File: src/rtl/xor_swap_sort_ctrl.sv
// Batch sorter: loads DEPTH words, bubble-sorts them in place with 3-step XOR swaps,
// then streams the ascending result out over a valid/ready port.
module xor_swap_sort_ctrl #(
  parameter int WIDTH = 4,
  parameter int DEPTH = 4,
  parameter int CNTW  = 8
) (
  input  logic             clk,
  input  logic             rst_n,
  input  logic             in_valid,
  output logic             in_ready,
  input  logic [WIDTH-1:0] in_data,
  output logic             out_valid,
  input  logic             out_ready,
  output logic [WIDTH-1:0] out_data,
  output logic             busy,
  output logic [CNTW-1:0]  swap_count
);

  localparam int IW = $clog2(DEPTH);
  localparam logic [IW-1:0] LAST_IDX = IW'(DEPTH - 1);

  typedef enum logic [2:0] {
    S_LOAD   = 3'd0,
    S_CMP    = 3'd1,
    S_SWAP1  = 3'd2,
    S_SWAP2  = 3'd3,
    S_SWAP3  = 3'd4,
    S_UNLOAD = 3'd5
  } state_t;

  state_t           state;
  logic [WIDTH-1:0] mem [DEPTH];
  logic [IW-1:0]    wr;
  logic [IW-1:0]    rd;
  logic [IW-1:0]    idx;
  logic [IW-1:0]    last;
  logic             swapped;

  logic [IW-1:0]    idx_nx;
  logic [WIDTH-1:0] word_a;
  logic [WIDTH-1:0] word_b;
  logic             more;
  logic             last_pass;

  // idx < last always holds, so idx+1 never overflows IW bits
  assign idx_nx    = idx + IW'(1);
  assign word_a    = mem[idx];
  assign word_b    = mem[idx_nx];
  assign more      = (idx_nx < last);
  assign last_pass = (last == IW'(1));

  // Sequencer: load, compare/swap passes, unload; all outputs registered
  always_ff @(posedge clk or negedge rst_n) begin
    if (!rst_n) begin
      state      <= S_LOAD;
      for (int k = 0; k < DEPTH; k++) mem[k] <= '0;
      wr         <= '0;
      rd         <= '0;
      idx        <= '0;
      last       <= '0;
      swapped    <= 1'b0;
      swap_count <= '0;
      in_ready   <= 1'b1;
      out_valid  <= 1'b0;
      out_data   <= '0;
      busy       <= 1'b0;
    end else begin
      case (state)
        S_LOAD: begin
          if (in_valid) begin
            mem[wr] <= in_data;
            if (wr == '0) swap_count <= '0;
            if (wr == LAST_IDX) begin
              wr       <= '0;
              idx      <= '0;
              last     <= LAST_IDX;
              swapped  <= 1'b0;
              in_ready <= 1'b0;
              busy     <= 1'b1;
              state    <= S_CMP;
            end else begin
              wr <= wr + IW'(1);
            end
          end
        end
        S_CMP: begin
          if (word_a > word_b) begin
            state <= S_SWAP1;
          end else if (more) begin
            idx <= idx_nx;
          end else if (!swapped || last_pass) begin
            rd        <= '0;
            out_valid <= 1'b1;
            out_data  <= mem[0];
            busy      <= 1'b0;
            state     <= S_UNLOAD;
          end else begin
            last    <= last - IW'(1);
            idx     <= '0;
            swapped <= 1'b0;
          end
        end
        S_SWAP1: begin
          mem[idx] <= word_a ^ word_b;
          state    <= S_SWAP2;
        end
        S_SWAP2: begin
          mem[idx_nx] <= word_b ^ word_a;
          state       <= S_SWAP3;
        end
        S_SWAP3: begin
          mem[idx] <= word_a ^ word_b;
          swapped  <= 1'b1;
          if (swap_count != {CNTW{1'b1}}) swap_count <= swap_count + CNTW'(1);
          if (more) begin
            idx   <= idx_nx;
            state <= S_CMP;
          end else if (last_pass) begin
            // last pass is only entry 0/1, so the word being written here is the new mem[0]
            rd        <= '0;
            out_valid <= 1'b1;
            out_data  <= word_a ^ word_b;
            busy      <= 1'b0;
            state     <= S_UNLOAD;
          end else begin
            last    <= last - IW'(1);
            idx     <= '0;
            swapped <= 1'b0;
            state   <= S_CMP;
          end
        end
        S_UNLOAD: begin
          if (out_ready) begin
            if (rd == LAST_IDX) begin
              rd        <= '0;
              out_valid <= 1'b0;
              out_data  <= '0;
              in_ready  <= 1'b1;
              state     <= S_LOAD;
            end else begin
              rd       <= rd + IW'(1);
              out_data <= mem[rd + IW'(1)];
            end
          end
        end
        default: begin
          state     <= S_LOAD;
          wr        <= '0;
          rd        <= '0;
          in_ready  <= 1'b1;
          out_valid <= 1'b0;
          out_data  <= '0;
          busy      <= 1'b0;
        end
      endcase
    end
  end

endmodule

File: config.mk
export PLATFORM = sky130hd
export DESIGN_NAME = xor_swap_sort_ctrl
export DESIGN_NICKNAME = d
export VERILOG_FILES = /design/src/rtl/xor_swap_sort_ctrl.sv
export SDC_FILE = /design/constraint.sdc
export NUM_CORES = 1
export LEC_CHECK = 0
export CORE_ASPECT_RATIO = 0.6
export CORE_MARGIN = 5
export CORE_UTILIZATION = 50
export DETAILED_ROUTE_END_ITERATION = 12
export GPL_ROUTABILITY_DRIVEN = 0
export PLACE_DENSITY = 0.7
export SLEW_MARGIN = 30
export SYNTH_ARGS = -nofsm -noshare
export SYNTH_HDL_FRONTEND = slang
export SYNTH_SLANG_ARGS = --single-unit
File: constraint.sdc
create_clock -name clk -period 5.2 [get_ports clk]
set_clock_uncertainty 0.1 [all_clocks]
set_input_delay 1.56 -clock clk [delete_from_list [all_inputs] [get_ports clk]]
set_output_delay 1.56 -clock clk [all_outputs]
set_load 0.05 [all_outputs]
==> metrics, run 1 <==
commonest non-fill, non-tap cell in the layout dfrtp_1; die area 7950 sq um; # diodes 0; critical path class flip-flop to flip-flop; Post-synth ARST share 1.00; DR WL/cell 19.2 um; Worst Setup End Kind flip-flop; post-CTS setup buffer count 0; Die X 112 um; Seq cells post-synth 43; P_sw 1.22 mW; synthesized area 3110 sq um; first-pass GRT wire length 13.7 mm; setup TNS 0 ns; Finished Cell Area 3460 sq um; Avg Cell Area, Syn 9.31 sq um; nets 371; num ports 23; CTS max path bufs 2; reg2reg start idx[0]; number of global-route vias before repair 2601; Post-Synthesis Cells 334; DP HPWL 6.14 mm; worst hold path startpoint out_data[2]; Endpoint, Worst Hold out_data[2]; fin crit period 4.02 ns; initial antenna violation count 0; Arr. time, crit path 4.12 ns; worst r2r dst out_valid; Total GRT Usage 0.220; Total Wirelength 8.28 mm; Net Count, Synth 358; Hold WS 0.408 ns; top post-synthesis cells by area dfrtp_1, mux4_2, ha_1, o21ai_0, nand2_1; Seq pwr share 0.278; flop2flop setup slack 1.18 ns; Sw Share 0.496; HP Class flip-flop to flip-flop; Reg2Reg Depth 9; clock sinks 43; Antenna Nets Post-Route 0; router iterations before antenna repair 5; RSZ-0062 raised after global routing no; Max-cap violations 0; Fillers 548; Hold Vio Cnt, Final 0; Setup-failing EPs final 0; top_reg_cell synth dfrtp_1; CTS tree built; Pins Over Slew Limit 0; Tcrit/Tclk final 0.773; number of port buffers 22; CP max FO 13; area leader, netlist dfrtp_1; H-tree depth 2; Chip Height 71.1 um; row count 22; share of the synthesized area in the top cell type 0.338; Yosys warnings 0; TritonCTS Buffers 5; Peak VDD IR 0.000266 V; Slew HR 0.415; Initial Utilization 0.511; CORE AREA 6080 sq um; Clk Latency, worst-skew pair 0.31 ns; pwr dens 711 nW/um^2; vias per inst 6.25; commonest cells after routing, fill and taps aside dfrtp_1, nand2_1, o21ai_0, nor2_1, clkdlybuf4s50_1; post_cts resized 0; fmax 0.249 GHz; Syn-to-layout area delta 11.3%; startpoint types flip-flop; GRT overflow 0; Reg clk slew, reported paths 0.08 ns; largest net degree at the start of global routing 44; Cell variety after synth 51; hold depth 1; Starting DRT DRC Count 211; Leak Pwr 1.42 nW; Comb power frac 0.625; Seq/Total Area, Yosys 0.346; DR vias 2700; share of layout cells above drive strength 1 0.109; Hold Buf Count CTS 0; dpl cell area 3360 sq um; Worst Tran Pin Value 0.877 ns; DRC 0; Clock Tree Root clkbuf_8; number of synthesized flops with an enable pin 0; Pint 1.24 mW; clock share of power 0.098; Critical Path RT 5.30 ns; status finished, final reports clean
[cell families after synthesis]
group                    after synthesis  synth area share
multiplexers                          25             0.135
AO/OA/AOI/OAI                        106             0.234
flip-flops                            43             0.346
AND/OR/NAND/NOR                      107             0.167
XOR/XNOR                               3           0.00845
buffers and inverters                 34            0.0459
adder cells (fa/ha/maj)               16            0.0644
[per-stage QoR]
step	utilization	setup WS [ns]	std cells	power, mW
2_1_floorplan	-	1.41	334	1.80
3_3_place_gp	0.552	1.42	424	2.16
3_5_place_dp	0.552	1.25	424	2.19
4_1_cts	0.569	1.23	432	2.44
5_1_grt	0.569	0.946	432	2.65
6_report	0.569	1.18	432	2.46
[how the worst max path moves through the flow]
stage                       from         to  slack, ns  cells past startpoint
after floorplan           idx[0]    last[0]       1.41                     13
after global placement    idx[0]  out_valid       1.42                      9
after detailed placement  idx[0]  out_valid       1.25                      9
after CTS                 idx[0]  out_valid       1.23                      9
after global routing      idx[0]  out_valid       0.95                      9
final                     idx[0]  out_valid       1.18                      9
[critical path, cell delays in order (launching register included)]
cell and delay [ns]:
dfrtp_1 0.73, inv_1 0.18, ha_1 0.54, mux4_2 0.56, ha_1 0.40, inv_1 0.09, nor3_1 0.41, a211oi_4 0.12
nor4_1 0.39, mux2_2 0.37
[synthesized netlist by cell type (3+ instances only)]
| library cell | count |
|---|---|
| mux2i_1 | 4 |
| nor3_1 | 6 |
| a221o_1 | 4 |
| o21ai_0 | 30 |
| dfrtp_1 | 42 |
| mux2_2 | 7 |
| nor2_1 | 26 |
| a21oi_1 | 20 |
| nor2b_1 | 5 |
| o211ai_1 | 3 |
| a22oi_1 | 6 |
| or3_1 | 3 |
| a22o_1 | 15 |
| o221ai_1 | 4 |
| nand2_1 | 38 |
| inv_1 | 16 |
| o21a_1 | 4 |
| a21o_1 | 3 |
| nand3_1 | 9 |
| clkbuf_1 | 13 |
| nor4_1 | 5 |
| o21bai_1 | 3 |
| xnor2_1 | 3 |
| ha_1 | 16 |
| nand2b_1 | 4 |
| mux4_2 | 12 |
| or2_2 | 3 |
[power by group through the flow]
stage               combinational (mW)  sequential [mW]  clock (mW)
floorplan                         1.12            0.682           0
global placement                  1.48            0.675           0
detailed placement                1.51            0.678           0
CTS                               1.52            0.674       0.248
global route                      1.69            0.704       0.264
finish                            1.54            0.683       0.240
[metal layers]
layer / global-route usage / share of wire / wire length [um] / vias up
li1: - / - / - / 1271
met1: 0.347 / 0.49 / 4090 / 1286
met2: 0.284 / 0.39 / 3220 / 132
met3: 0.0598 / 0.10 / 839 / 11
met4: 0.0675 / 0.014 / 119 / 0
met5: 0 / 0 / 0 / -
[area by class of cell]
class	count	area [sq um]	area share
Sequential cell	43	1080	0.311
Tap cell	84	105	0.0304
Multi-Input combinational cell	257	1890	0.546
Clock buffer	8	100	0.0289
Inverter	17	63.8	0.0184
Timing Repair Buffer	23	225	0.0651
Note: power is estimated with default switching activity, not from simulation.
==> run 2: changes to the inputs <==
==> constraint.sdc (replaced) <==
create_clock -name clk -period 3.7 [get_ports clk]
set_clock_uncertainty 0.1 [all_clocks]
set_input_delay 1.11 -clock clk [delete_from_list [all_inputs] [get_ports clk]]
set_output_delay 1.11 -clock clk [all_outputs]
set_load 0.05 [all_outputs]
==> metrics, run 2 (synthesis results as in run 1) <==
Total GRT Usage 0.218; Setup-failing EPs final 0; hold depth 1; # diodes 0; Pins Over Slew Limit 0; CTS max path bufs 2; flop2flop setup slack 0.19 ns; Max-cap violations 0; RSZ-0062 raised after global routing no; Reg clk slew, reported paths 0.08 ns; Hold WS 0.415 ns; HP Class flip-flop to flip-flop; worst r2r dst last[0]; row count 22; Chip Height 71.1 um; number of global-route vias before repair 2607; Antenna Nets Post-Route 0; CP Cell Sequence inv_1, ha_2, mux4_2, inv_1, ha_1, nand2_1, o21bai_1, a211oi_4, and4bb_4, mux2_4; Leak Pwr 1.45 nW; number of port buffers 22; FF+latch area 1080 sq um; reg2reg start idx[1]; TritonCTS Buffers 5; fmax 0.285 GHz; pwr dens 1010 nW/um^2; CP max stage delay 0.52 ns; CTS tree built; worst hold path startpoint out_data[0]; Arr. time, crit path 3.60 ns; die area 7950 sq um; Peak VDD IR 0.000384 V; Crit-path slowest cell dfrtp_1; commonest non-fill, non-tap cell in the layout dfrtp_1; Reg2Reg Depth 10; Starting DRT DRC Count 244; largest net degree at the start of global routing 44; Tcrit/Tclk final 0.948; CP max FO 9; Hold Vio Cnt, Final 0; Hold Buf Count CTS 0; DR vias 2762; initial antenna violation count 0; met3 usage 0.0718; met2 GRT Util 0.288; H-tree depth 2; Initial Utilization 0.511; Critical Path RT 3.80 ns; Total Wirelength 8.35 mm; Die X 112 um; vias per inst 6.29; GRT busiest layer met1; CORE AREA 6080 sq um; Slew HR 0.439; Clk Latency, worst-skew pair 0.31 ns; nets 378; setup TNS 0 ns; router iterations before antenna repair 4; DP HPWL 6.39 mm; critical path class flip-flop to flip-flop; status finished, final reports clean; Worst Tran Pin Value 0.842 ns; Endpoint, Worst Hold out_data[0]; DR WL/cell 19.0 um; Worst Setup End Kind flip-flop; most frequent CP cell inv_1; GRT overflow 0; Fillers 547; Syn-to-layout area delta 12.6%; commonest cells after routing, fill and taps aside dfrtp_1, nand2_1, o21ai_0, nor2_1, clkdlybuf4s50_1; num ports 23; clock sinks 43; DRC 0; met1 Track Usage GR 0.340; fin crit period 3.51 ns; first-pass GRT wire length 13.8 mm; startpoint types flip-flop; share of layout cells above drive strength 1 0.132; area of the multi-input gates 1890 sq um; Clock Tree Root clkbuf_8
==> run 2: per-layer routing <==
metal  part of all wire  wire length, um
met1               0.49             4130
met2               0.39             3280
met3               0.10              846
met4              0.012               99
met5                  0                0
==> run 2: cell type report <==
class / instances / share of cell area
multi-input cells: 257 / 0.541
clock buffers: 5 / 0.0197
inverters: 17 / 0.0182
repair buffers: 30 / 0.0793
clock inverters: 3 / 0.00429
well taps: 84 / 0.0300
flip-flops and latches: 43 / 0.308
==> run 2: worst max path at each step <==
stage                     startpoint       to  slack (ns)  cells after the start
after floorplan               idx[0]  last[0]        0.10                     13
after global placement        idx[1]  last[1]        0.28                     10
after detailed placement      idx[1]  last[0]        0.16                     10
after CTS                     idx[1]  last[0]        0.16                     10
after global routing          idx[1]  last[0]        0.03                     10
final                         idx[1]  last[0]        0.19                     10
==> run 2: through the flow <==
step                      power, mW  cells  instance area (sq um)   util  setup slack, ns
after floorplan                2.53    334                   3110      -            0.104
after global placement         3.12    431                   3410  0.561            0.279
after detailed placement       3.17    431                   3410  0.561            0.160
after CTS                      3.48    439                   3500  0.575            0.156
after global routing           3.78    439                   3500  0.575           0.0345
final                          3.52    439                   3500  0.575            0.194
==> run 2: power by group <==
group | switching, mW | total, mW | internal [mW] | leakage (nW)
clock | 0.172 | 0.302 | 0.129 | 0.0477
combinational | 1.31 | 2.29 | 0.978 | 0.870
sequential | 0.277 | 0.930 | 0.653 | 0.536
==> run 2: worst max-delay path, delay by kind of cell (launching register included) <==
kind | cells | cell delay (ns)
muxes | 2 | 0.81
DFF | 1 | 0.52
and+or+nand+nor | 2 | 0.39
buffers and inverters | 2 | 0.19
AOI/OAI and AO/OA | 2 | 0.65
adders and majority gates | 2 | 0.74
==> run 2: timing repair <==
action / 4_1_cts / 5_1_grt
buffers inserted: 0 / 0
resized for setup: 0 / 1
endpoints found under the setup margin: 0 / 4
